`config.mk`:
```
export PLATFORM = sky130hd
export DESIGN_NAME = conv_window_gen
export DESIGN_NICKNAME = d
export VERILOG_FILES = /design/src/rtl/cnn_pkg.sv /design/src/rtl/line_buffer.sv /design/src/rtl/conv_window_gen.sv
export SDC_FILE = /design/constraint.sdc
export NUM_CORES = 1
export LEC_CHECK = 0
export ABC_CLOCK_PERIOD_IN_PS = 4500
export CAP_MARGIN = 5
export CORE_ASPECT_RATIO = 0.7
export CORE_MARGIN = 2
export CORE_UTILIZATION = 51
export CTS_CLUSTER_SIZE = 14
export DETAILED_ROUTE_END_ITERATION = 8
export GPL_ROUTABILITY_DRIVEN = 1
export MAX_ROUTING_LAYER = met4
export PLACE_DENSITY = 0.75
export SLEW_MARGIN = 5
export SYNTH_ARGS = -nofsm -noshare
export SYNTH_HDL_FRONTEND = slang
export SYNTH_HIERARCHICAL = 1
export SYNTH_SLANG_ARGS = --single-unit
```
`constraint.sdc`:
```
create_clock -name clk -period 4.5 [get_ports clk]
set_clock_uncertainty 0.15 [all_clocks]
set_input_delay 0.675 -clock clk [delete_from_list [all_inputs] [get_ports clk]]
set_output_delay 0.675 -clock clk [all_outputs]
set_load 0.02 [all_outputs]
```
`src/rtl/cnn_pkg.sv`:
```
// Shared definitions for the convolution datapath: kernel geometry and the
// window element indexing used to pack and unpack 3x3 windows.
package cnn_pkg;

    localparam int KERNEL     = 3;
    localparam int CNN_DATA_W = 8;

    function automatic int win_idx(input int r, input int c);
        return r * KERNEL + c;
    endfunction

endpackage

```
`src/rtl/line_buffer.sv`:
```
// Circular-RAM delay line: dout is the sample written exactly DEPTH enables ago.
// Reads before writing at the same pointer, so one pointer serves both ports.
module line_buffer #(
    parameter int DATA_W = 8,
    parameter int DEPTH  = 8
) (
    input  logic              clk,
    input  logic              rst_n,
    input  logic              en,
    input  logic [DATA_W-1:0] din,
    output logic [DATA_W-1:0] dout
);

    localparam int PTR_W = (DEPTH > 1) ? $clog2(DEPTH) : 1;

    logic [DATA_W-1:0] mem [DEPTH];
    logic [PTR_W-1:0]  ptr;

    assign dout = mem[ptr];

    always_ff @(posedge clk) begin
        if (en) begin
            mem[ptr] <= din;
        end
    end

    always_ff @(posedge clk or negedge rst_n) begin
        if (!rst_n) begin
            ptr <= '0;
        end else if (en) begin
            ptr <= (ptr == PTR_W'(DEPTH - 1)) ? '0 : ptr + 1'b1;
        end
    end

endmodule

```
`src/rtl/conv_window_gen.sv`:
```
// Streaming 3x3 sliding-window generator: turns a raster pixel stream into
// every fully populated valid-convolution window with its output coordinates.
module conv_window_gen
    import cnn_pkg::*;
#(
    parameter int DATA_W = CNN_DATA_W,
    parameter int IMG_W  = 8,
    parameter int IMG_H  = 8
) (
    input  logic                      clk,
    input  logic                      rst_n,
    input  logic                      clr,
    input  logic                      in_valid,
    output logic                      in_ready,
    input  logic [DATA_W-1:0]         in_data,
    output logic                      win_valid,
    input  logic                      win_ready,
    output logic [9*DATA_W-1:0]       win_data,
    output logic [$clog2(IMG_H)-1:0]  win_row,
    output logic [$clog2(IMG_W)-1:0]  win_col,
    output logic                      frame_done
);

    localparam int ROW_W = $clog2(IMG_H);
    localparam int COL_W = $clog2(IMG_W);

    logic [ROW_W-1:0]   in_row;
    logic [COL_W-1:0]   in_col;
    logic               pix_acc;
    logic               row_last;
    logic               col_last;
    logic               win_done;
    logic [DATA_W-1:0]  line1_out;
    logic [DATA_W-1:0]  line2_out;
    logic [DATA_W-1:0]  new_col [KERNEL];
    logic [DATA_W-1:0]  hist    [KERNEL][KERNEL-1];
    logic [9*DATA_W-1:0] win_nxt;

    assign in_ready = !win_valid || win_ready;
    // clr wins over a same-cycle pixel: the pixel is neither counted nor stored.
    assign pix_acc  = in_valid && in_ready && !clr;
    assign row_last = (in_row == ROW_W'(IMG_H - 1));
    assign col_last = (in_col == COL_W'(IMG_W - 1));
    assign win_done = (in_row >= ROW_W'(2)) && (in_col >= COL_W'(2));

    line_buffer #(.DATA_W(DATA_W), .DEPTH(IMG_W)) u_line1 (
        .clk   (clk),
        .rst_n (rst_n),
        .en    (pix_acc),
        .din   (in_data),
        .dout  (line1_out)
    );

    line_buffer #(.DATA_W(DATA_W), .DEPTH(IMG_W)) u_line2 (
        .clk   (clk),
        .rst_n (rst_n),
        .en    (pix_acc),
        .din   (line1_out),
        .dout  (line2_out)
    );

    // Row 0 is the oldest line, row 2 the pixel arriving now.
    always_comb begin
        new_col[0] = line2_out;
        new_col[1] = line1_out;
        new_col[2] = in_data;
    end

    always_comb begin
        win_nxt = '0;
        for (int r = 0; r < KERNEL; r++) begin
            for (int c = 0; c < KERNEL - 1; c++) begin
                win_nxt[win_idx(r, c)*DATA_W +: DATA_W] = hist[r][c];
            end
            win_nxt[win_idx(r, KERNEL - 1)*DATA_W +: DATA_W] = new_col[r];
        end
    end

    // Two most recent columns; together with new_col they form the window.
    always_ff @(posedge clk) begin
        if (pix_acc) begin
            for (int r = 0; r < KERNEL; r++) begin
                hist[r][0] <= hist[r][1];
                hist[r][1] <= new_col[r];
            end
        end
    end

    always_ff @(posedge clk or negedge rst_n) begin
        if (!rst_n) begin
            in_row     <= '0;
            in_col     <= '0;
            win_valid  <= 1'b0;
            win_data   <= '0;
            win_row    <= '0;
            win_col    <= '0;
            frame_done <= 1'b0;
        end else begin
            frame_done <= pix_acc && row_last && col_last;
            if (clr) begin
                in_row    <= '0;
                in_col    <= '0;
                win_valid <= 1'b0;
            end else begin
                if (pix_acc) begin
                    if (col_last) begin
                        in_col <= '0;
                        in_row <= row_last ? '0 : in_row + 1'b1;
                    end else begin
                        in_col <= in_col + 1'b1;
                    end
                end
                if (pix_acc && win_done) begin
                    win_valid <= 1'b1;
                    win_data  <= win_nxt;
                    win_row   <= in_row - ROW_W'(2);
                    win_col   <= in_col - COL_W'(2);
                end else if (win_ready) begin
                    win_valid <= 1'b0;
                end
            end
        end
    end

endmodule

```
==> flow_metrics.py <==
metrics = {
    "clock_network": {
        "cts_hold_buf": 0,
        "cts_tree": "yes",
        "cts_setup_buffers": 0,
        "root_buffer": "clkbuf_16",
        "htreeDepth": 1,
        "clock-sinks": 268,
        "clkTransAtPathRegs_ns": 0.06,
        "ctsResizeCount": 0,
        "cts_buffers": 25,
        "clockBufferDepth": 3,
        "clk_latency_ns": 0.52,
    },
    "yosys": {
        "synth_nets": 614,
        "yosys_warnings": 6,
        "synth_top_family_by_area": "multiplexers",
        "synth_xor_area_share_pct": 0,
        "synth_compound_area_share_pct": 4.41,
        "synth_ff_type": "edfxtp_1",
        "syn_area_mm2": 0.0103,
        "synth.top_cell.area_share_pct": 51.4,
        "ys_ff_latch": 268,
        "yosysTopAreaCell": "edfxtp_1",
        "async_flop_share_pct": 34.3,
        "yosysSeqAreaShare_pct": 73.8,
        "synthAdderAreaFrac_pct": 1.46,
        "synthCells": 589,
        "syn_avg_cell_area_um2": 17.5,
        "synth-simple-area-share_pct": 3.70,
        "synth_mux_area_share_pct": 14.0,
        "synthTopCellsByArea": "edfxtp_1 (51%), dfrtp_1 (22%), mux2_2 (8.4%)",
        "synth_edf_count": 176,
        "synth.distinct_cells": 38,
    },
    "grt": {
        "grt_use_total_pct": 20.2,
        "grt_pass1_vias": 5602,
        "grt_pass1_wl_um": 32000,
        "antenna_found_initial": 0,
        "grt_max_degree": 57,
        "grt-ovfl-total": 0,
    },
    "floorplan": {
        "num_rows": 43,
        "fp.dieArea_mm2": 0.0213,
        "core_mm2": 0.0198,
        "io_pins": 94,
        "die_h_um": 123,
        "initial_core_util_pct": 51.9,
        "die_w_um": 174,
    },
    "drt": {
        "wl_um": 20300,
        "routedWlPerCell_um": 20.8,
        "dr_total_vias": 5417,
        "drc_errors": 0,
        "dr.pass1.iters": 5,
        "drt-initial-drc-count": 565,
        "ant_nets": 0,
        "vias_per_cell": 5.55,
    },
    "cells_and_area": {
        "syn2layout_area_growth_pct": 19.2,
        "drive_gt1_share_pct": 20.1,
        "nNetsFinal": 713,
        "layout_common_cells": "edfxtp_1 (176), dfrtp_1 (92), clkdlybuf4s50_1 (92)",
        "antenna_cells": 0,
        "final_common_cell": "edfxtp_1",
    },
    "worst_setup_path": {
        "crit_fanout": 16,
        "critical_path_class": "in -> reg",
        "crit_start": "win_ready",
        "crit_required_ns": 4.58,
        "r2r_start": "u_line1/ptr[0]",
        "critPathArrivalTime_ns": 2.97,
        "endpoint_kind": "register",
        "start_kind": "input port",
    },
    "timing": {
        "drv_slew": 0,
        "setup_viol": 0,
        "slew_headroom_pct": 27.4,
        "fmax_mhz": 346,
        "worst_pin_slew_ns": 1.08,
        "rsz0062_at_grt": "no",
        "fin_crit_ns": 2.89,
        "finalHoldViolCount": 0,
        "fin_setup_tns_ns": 0,
        "timing.final.crit_share_pct": 64.2,
    },
    "power_and_ir_drop": {
        "p_leak_nw": 4.82,
        "intPower_mw": 4.57,
        "pwr-share-clk_pct": 33.3,
        "ir_drop_v": 0.000314,
        "power_frac_seq_pct": 50.8,
        "total_power_mw": 6.25,
        "pwr-share-comb_pct": 15.9,
        "switchingPower_mw": 1.68,
        "switching_share_pct": 26.8,
        "powerDensity_mw_per_mm2": 510,
    },
    "run_status": {
        "status": "finished, final reports clean",
    },
    "place": {
        "hpwl_um": 13300,
        "gp_congestion": 0.888,
        "port_buffers": 93,
    },
    "run": {
        "cap_violations": 0,
    },
    "hold_path": {
        "hold_path_class": "in -> async",
    },
}
worst max-delay path, stage by stage:
cell	delay, ns
clkdlybuf4s50_1	0.45
nand2b_2	0.19
nand2_1	0.19
nor2_4	0.46
nand2b_1	0.22
nor3_1	0.51
buf_4	0.25
metrics by stage:
stage / utilization, % / hold WS (ns) / setup WS (ns) / cell area (um2) / std cells
4_1_cts: 61.9 / 0.0713 / 1.65 / 12300 / 976
3_5_place_dp: 57.8 / 0.283 / 1.18 / 11400 / 931
2_1_floorplan: - / 0.229 / 0.420 / 10300 / 589
5_1_grt: 61.9 / 0.113 / 1.47 / 12300 / 976
6_report: 61.9 / 0.0676 / 1.61 / 12300 / 976
3_3_place_gp: 57.8 / 0.276 / 1.29 / 11400 / 931
cell type report:
cell class	instances	area, um2
Sequential cell	268	7590
Fill cell	1434	7540
Multi-Input combinational cell	272	2430
Timing Repair Buffer	102	1010
Clock buffer	36	718
Tap cell	270	338
Clock inverter	9	100
Inverter	19	71.3
cell families after synthesis:
kind of cell    Yosys count
compound gates           67
fa+ha+maj                12
buf+inv                  49
flops                   268
mux                     115
simple gates             78
cell usage after synthesis (8+ instances only):
cell type	n
mux4_2	8
mux2_2	77
edfxtp_1	176
inv_1	18
a21oi_1	21
and3_1	10
a211o_1	8
mux2i_1	20
o21ai_0	14
dfrtp_1	92
buf_2	20
ha_1	12
nand2_1	22
nor2_1	20
buf_6	8
o211ai_1	8
flip-flops by register name, summed over array words and instances (netlist names), 3 cells and up:
name	flops
hist	48
in_col	3
in_row	3
u_line1/mem	64
u_line1/ptr	3
u_line2/mem	64
u_line2/ptr	3
win_col	3
win_data	72
win_row	3
layer usage:
layer / part of all wire, % / wire length, um / GRT usage (%) / vias up
met2: 46 / 9290 / 30.9 / 212
met1: 45 / 9080 / 28.5 / 2763
met3: 8.2 / 1670 / 4.71 / 22
met4: 1.4 / 284 / 3.73 / 0
met5: 0 / 0 / - / -
li1: - / - / - / 2420
path summary, 6_finish.rpt:
check / to / slack, ns / cells past startpoint
max in group asynchronous: win_data[46] / 3.18 / 2
min in group clk: hist[1][14] / 0.29 / 0
worst max-delay path: u_line1/mem[0][0] / 1.61 / 7
worst min-delay path: frame_done / 0.07 / 1
worst min register to register: hist[1][14] / 0.29 / 0
worst max register to register: win_data[47] / 1.72 / 4
power groups by stage:
stage / Combinational [mW] / Clock, mW / Sequential [mW]
after floorplan: 0.792 / 0 / 3.07
after global placement: 0.964 / 0 / 3.21
after detailed placement: 0.991 / 0 / 3.22
after CTS: 0.995 / 2.13 / 3.17
final: 0.994 / 2.08 / 3.18
after global routing: 1.09 / 2.23 / 3.20
Note: power is estimated with default switching activity, not from simulation.
